==> src/rtl/fir_ntap_pipe.sv <==
// fir_ntap_pipe: TAPS-tap FIR with per-tap programmable signed coefficients.
// Each tap owns its delay-line stage, coefficient and product register. The
// products feed a registered binary adder tree that grows one bit per level,
// followed by an arithmetic right shift and saturation to W bits.
// in_valid travels alongside the datapath in a shift register. With every
// coefficient at its reset value of 1, the block computes a plain moving sum.

// One tap: delay stage, coefficient register and registered product.
// The product uses the post-shift sample and the coefficient value held
// before the edge. A coefficient written in the same cycle as a sample
// therefore applies from the next accepted sample onward.
module fir_tap_mac #(
  parameter int W  = 16,
  parameter int CW = 8
) (
  input  logic                 clk,
  input  logic                 reset,
  input  logic                 en,
  input  logic signed [W-1:0]  x_in,
  input  logic                 coef_we,
  input  logic signed [CW-1:0] coef_data,
  output logic [W-1:0]         x_q,
  output logic [W+CW-1:0]      p_q
);
  logic signed [CW-1:0]   c_q;
  logic signed [W+CW-1:0] prod;

  // Both operands are sign-extended to full width, so the product is exact.
  assign prod = (W+CW)'(x_in) * (W+CW)'(c_q);

  // Delay stage and product advance only on accepted samples.
  // Coefficient writes are accepted every cycle.
  always_ff @(posedge clk) begin
    if (reset) begin
      x_q <= '0;
      p_q <= '0;
      c_q <= CW'(1);
    end else begin
      if (en) begin
        x_q <= x_in;
        p_q <= prod;
      end
      if (coef_we) c_q <= coef_data;
    end
  end
endmodule

module fir_ntap_pipe #(
  parameter int W     = 16,
  parameter int CW    = 8,
  parameter int TAPS  = 8,
  parameter int SHIFT = 0
) (
  input  logic                     clk,
  input  logic                     reset,
  input  logic                     in_valid,
  input  logic [W-1:0]             in_data,
  input  logic                     coef_we,
  input  logic [$clog2(TAPS)-1:0]  coef_addr,
  input  logic [CW-1:0]            coef_data,
  output logic                     out_valid,
  output logic [W-1:0]             out_data,
  output logic                     out_sat
);
  localparam int LG = $clog2(TAPS);
  localparam int FW = W + CW + LG;

  // Saturation bounds, sign-extended to full precision.
  localparam logic signed [FW-1:0] YMAX = {{(FW-W+1){1'b0}}, {(W-1){1'b1}}};
  localparam logic signed [FW-1:0] YMIN = {{(FW-W+1){1'b1}}, {(W-1){1'b0}}};

  logic [TAPS-1:0][W-1:0]    x_q;
  logic [TAPS-1:0][W+CW-1:0] p_q;
  logic [LG:0]               vld_pipe;

  genvar i, k;

  // Per-tap lanes. Tap 0 takes the new sample; tap i takes tap i-1's value.
  generate
    for (i = 0; i < TAPS; i++) begin : g_tap
      logic [W-1:0] x_in;
      if (i == 0) begin : g_head
        assign x_in = in_data;
      end else begin : g_chain
        assign x_in = x_q[i-1];
      end
      fir_tap_mac #(.W(W), .CW(CW)) u_tap (
        .clk       (clk),
        .reset     (reset),
        .en        (in_valid),
        .x_in      ($signed(x_in)),
        .coef_we   (coef_we && (coef_addr == LG'(i))),
        .coef_data ($signed(coef_data)),
        .x_q       (x_q[i]),
        .p_q       (p_q[i])
      );
    end
  endgenerate

  // Adder tree: level k halves the operand count and adds one bit. No
  // truncation is applied, and each level advances every cycle.
  generate
    for (k = 1; k <= LG; k++) begin : g_lvl
      localparam int N  = TAPS >> k;
      localparam int SW = W + CW + k;
      logic [N-1:0][SW-1:0]     s;
      logic [2*N-1:0][SW-2:0]   src;
      if (k == 1) begin : g_src_p
        assign src = p_q;
      end else begin : g_src_lvl
        assign src = g_lvl[k-1].s;
      end
      // Sign-extend each pair and register the sum.
      always_ff @(posedge clk) begin
        if (reset) begin
          s <= '0;
        end else begin
          for (int j = 0; j < N; j++)
            s[j] <= SW'($signed(src[2*j])) + SW'($signed(src[2*j+1]));
        end
      end
    end
  endgenerate

  // in_valid rides alongside the product stage and each tree level.
  always_ff @(posedge clk) begin
    if (reset) vld_pipe <= '0;
    else       vld_pipe <= {vld_pipe[LG-1:0], in_valid};
  end

  logic signed [FW-1:0] full_sum;
  logic signed [FW-1:0] y;

  assign full_sum  = $signed(g_lvl[LG].s[0]);
  assign y         = full_sum >>> SHIFT;
  assign out_valid = vld_pipe[LG];

  // Clip the scaled sum to the W-bit signed range and flag any clipping.
  always_comb begin
    out_data = y[W-1:0];
    out_sat  = 1'b0;
    if (y > YMAX) begin
      out_data = {1'b0, {(W-1){1'b1}}};
      out_sat  = 1'b1;
    end else if (y < YMIN) begin
      out_data = {1'b1, {(W-1){1'b0}}};
      out_sat  = 1'b1;
    end
  end
endmodule

==> config.mk <==
export PLATFORM = sky130hd
export DESIGN_NAME = fir_ntap_pipe
export DESIGN_NICKNAME = d
export VERILOG_FILES = /design/src/rtl/fir_ntap_pipe.sv
export SDC_FILE = /design/constraint.sdc
export NUM_CORES = 2
export LEC_CHECK = 0
export ABC_AREA = 1
export CAP_MARGIN = 20
export CELL_PAD_IN_SITES_DETAIL_PLACEMENT = 1
export CELL_PAD_IN_SITES_GLOBAL_PLACEMENT = 1
export CORE_ASPECT_RATIO = 0.75
export CORE_MARGIN = 3
export CORE_UTILIZATION = 45
export DETAILED_ROUTE_END_ITERATION = 8
export GPL_ROUTABILITY_DRIVEN = 0
export PLACE_DENSITY = 0.81
export SLEW_MARGIN = 15
export SYNTH_ARGS = -nofsm -noshare
export SYNTH_HDL_FRONTEND = slang
export SYNTH_HIERARCHICAL = 1
export SYNTH_SLANG_ARGS = --single-unit
==> constraint.sdc <==
create_clock -name clk -period 5.5 [get_ports clk]
set_clock_uncertainty 0.1 [all_clocks]
set_input_delay 1.1 -clock clk [delete_from_list [all_inputs] [get_ports clk]]
set_output_delay 1.1 -clock clk [all_outputs]
set_load 0.01 [all_outputs]
==> flow_summary_export.csv <==
group,metric,value,unit
run_status,outcome,"complete, no violations",
timing,hold_slack,0.3031,ns
floorplan,die_h,350.9,um
worst_setup_path,cp.arrival,5.61,ns
worst_setup_path,startpoint_types,"register",
min_path,min-delay-start,"vld_pipe[0]",
floorplan,placeableCoreArea,156200,sq um
global_routing,grt_pass1_vias,71130,
clock_tree,clk_transition_reported_paths,0.07,ns
clock_tree,cts-root-buf,"sky130_fd_sc_hd__clkbuf_16",
floorplan,die_width,465.9,um
timing,min_period_over_period,93.44,%
floorplan,floorplan.io_pins,49,
timing,fmaxAchievable,194.6,MHz
clock_tree,tritoncts_clock_tree,"done",
cells_and_area,most_common_cell_after_layout_fill_and_taps_aside,"sky130_fd_sc_hd__nand2_1",
detailed_routing,drt_first_pass_iters,7,
timing,timing.final.setup_violations,0,
placed_design,dp_hpwl,195200,um
floorplan,initial_utilization,45.69,%
detailed_routing,via_per_inst,5.120,
worst_setup_path,critical_path.reg2reg.startpoint,"g_tap[4].u_tap/c_q[7]",
global_routing,gr-max-usage-layer,"met2",
timing,rsz0062_at_grt,"false",
cells_and_area,multi_input_area,48200,sq um
clock_tree,clk_path_buf_depth,3,
placed_design,placed_cell_area,74210,sq um
detailed_routing,drt_first_iter_violations,4388,
timing,max_slew_margin,27.70,%
detailed_routing,final_antenna_net_count,0,
global_routing,grt-ovfl-total,0,
logic_synthesis,syn-instance-count,10920,
floorplan,fp.dieArea,163500,sq um
cells_and_area,finish.instance_area,76590,sq um
detailed_routing,route.vias.total,66510,
power,p_leak,47.10,nW
power,ir_worst_vdd,0.0002388,V
detailed_routing,route.detailed.drc,0,
timing,layout_setup_ws,0.3606,ns
worst_setup_path,reg2regPathDepth,19,
min_path,worstHoldPathCells,2,
clock_tree,holdBufCountCts,0,
global_routing,grt_antenna_before_repair,12,
clock_tree,clock_sink_count,551,
logic_synthesis,yosysWarnings,6,
timing,final-max-slew-violation-count,0,
min_path,holdCritPathClass,"register to register",
cells_and_area,fill_cells,20880,
clock_tree,numCtsBuffers,68,
worst_setup_path,reg2reg_slack,0.36,ns
cells_and_area,areaGrowthSynthToFinish,7.300,%
power,cellPowerDensity,193.2,nW/um^2
cells_and_area,num-nets-final,12230,
power,design_power_total,14.80,mW
worst_setup_path,critical_path_peak_fanout,11,
timing,worstMarginPinSlew,1.080,ns
placed_design,io_buffers,48,
placed_design,placement.setup.worst_slack,-0.4592,ns
global_routing,grt_use_met3,4.619,%
detailed_routing,wl_per_cell,18.33,um
min_path,hold-path-endpoint,"vld_pipe[1]",
detailed_routing,wirelength,238100,um
timing,layout_min_cycle_time,5.139,ns
logic_synthesis,mappedNetlistArea,71380,sq um
floorplan,rows,125,
cells_and_area,final_layout_size_suffix_gt1_share,4.778,%
worst_setup_path,path_class,"register to register",
logic_synthesis,synth.avg_cell_area,6.539,sq um
worst_setup_path,worst_ep_required_time,5.97,ns
global_routing,grt_usage,29.39,%
global_routing,grt.met1_usage,43.16,%
global_routing,grt_max_degree,89,
job,drv.max_cap_violation_count,0,
worst_setup_path,timing.rr.end,"g_tap[4].u_tap/p_q[18]",
cells_and_area,most_frequent_cells_in_the_layout,"sky130_fd_sc_hd__nand2_1 (2899), sky130_fd_sc_hd__inv_1 (2775), sky130_fd_sc_hd__nor2_1 (1356)",
worst_setup_path,startpoint,"g_tap[4].u_tap/c_q[7]",
global_routing,first_pass_grt_wire_length,384900,um
clock_tree,clock_insertion_delay_at_the_later_pin_of_the_skew_report,0.68,ns
global_routing,met2_usage,45.74,%
worst_setup_path,setup.worst_path.end_class,"register",
logic_synthesis,synth_fp_nets,12310,
timing,final_hold_viol_count,0,
cells_and_area,sequential_cell_area_in_the_final_layout,11030,sq um
cells_and_area,layout.core_utilization,49.02,%
clock_tree,cts.repair_timing.setup_buffer_count,0,
clock_tree,clock_tree.htree_level_count,3,
-- report_power, final --
part / internal, mW / switching (mW) / total [mW]
sequential: 4.38 / 0.503 / 4.88
clock: 2.80 / 2.11 / 4.91
combinational: 1.74 / 3.26 / 5.01
-- area by class of cell --
type                    instances  share of cell area [%]
well taps                    2095                   3.422
diodes                          9                 0.02940
multi-input cells            7177                   62.93
repair buffers                217                   2.315
inverters                    2818                   13.82
clock inverters                37                  0.6861
clock buffers                  84                   2.391
flip-flops and latches        551                   14.40
-- through the flow --
| step | instances | setup TNS, ns |
|---|---|---|
| after floorplan | 10920 | 0 |
| after global routing | 12980 | 0 |
| after global placement | 12860 | -1.608 |
| final | 12990 | 0 |
| after detailed placement | 12860 | -3.313 |
| after CTS | 12980 | 0 |
-- registers in the layout, summed over array words and instances (netlist names) --
register / flops
full_sum: 27
g_lvl.s: 152
g_tap.u_tap/c_q: 64
g_tap.u_tap/p_q: 192
g_tap.u_tap/x_q: 112
vld_pipe: 4
-- worst max-delay path: stages (launching register included) --
cell and delay (ns):
sky130_fd_sc_hd__dfxtp_1 0.31, sky130_fd_sc_hd__clkinv_1 0.43, sky130_fd_sc_hd__buf_4 0.37, sky130_fd_sc_hd__nor2_1 0.13
sky130_fd_sc_hd__fa_1 0.45, sky130_fd_sc_hd__fa_1 0.48, sky130_fd_sc_hd__fa_1 0.51, sky130_fd_sc_hd__inv_1 0.05
sky130_fd_sc_hd__fa_1 0.48, sky130_fd_sc_hd__inv_1 0.04, sky130_fd_sc_hd__ha_1 0.38, sky130_fd_sc_hd__a21oi_1 0.38
sky130_fd_sc_hd__and2_1 0.22, sky130_fd_sc_hd__nor2_1 0.05, sky130_fd_sc_hd__nor2_1 0.12, sky130_fd_sc_hd__nand2_1 0.07
sky130_fd_sc_hd__nand2_1 0.05, sky130_fd_sc_hd__nand3_1 0.18, sky130_fd_sc_hd__nand2_1 0.14, sky130_fd_sc_hd__inv_1 0.05
-- routing by layer --
metal	vias to the layer above	part of all wire, %
li1	31570	-
met2	1677	43
met3	276	6.6
met5	-	0.014
met4	6	1.6
met1	32980	49
-- worst max-delay path by stage --
stage | depth (start not counted) | end | slack (ns)
after global routing | 19 | g_tap[2].u_tap/p_q[23] | 0.06
after floorplan | 17 | g_tap[0].u_tap/p_q[20] | 0.42
final | 19 | g_tap[4].u_tap/p_q[18] | 0.36
after global placement | 20 | g_tap[0].u_tap/p_q[23] | -0.25
after CTS | 20 | g_tap[0].u_tap/p_q[23] | 0.26
after detailed placement | 20 | g_tap[0].u_tap/p_q[23] | -0.46
-- repair_timing --
item	in CTS	in global routing
endpoints found under the hold margin	0	0
resized for setup	0	1
endpoints found under the setup margin	0	1
No activity file was read; power rests on OpenSTA's default activity.
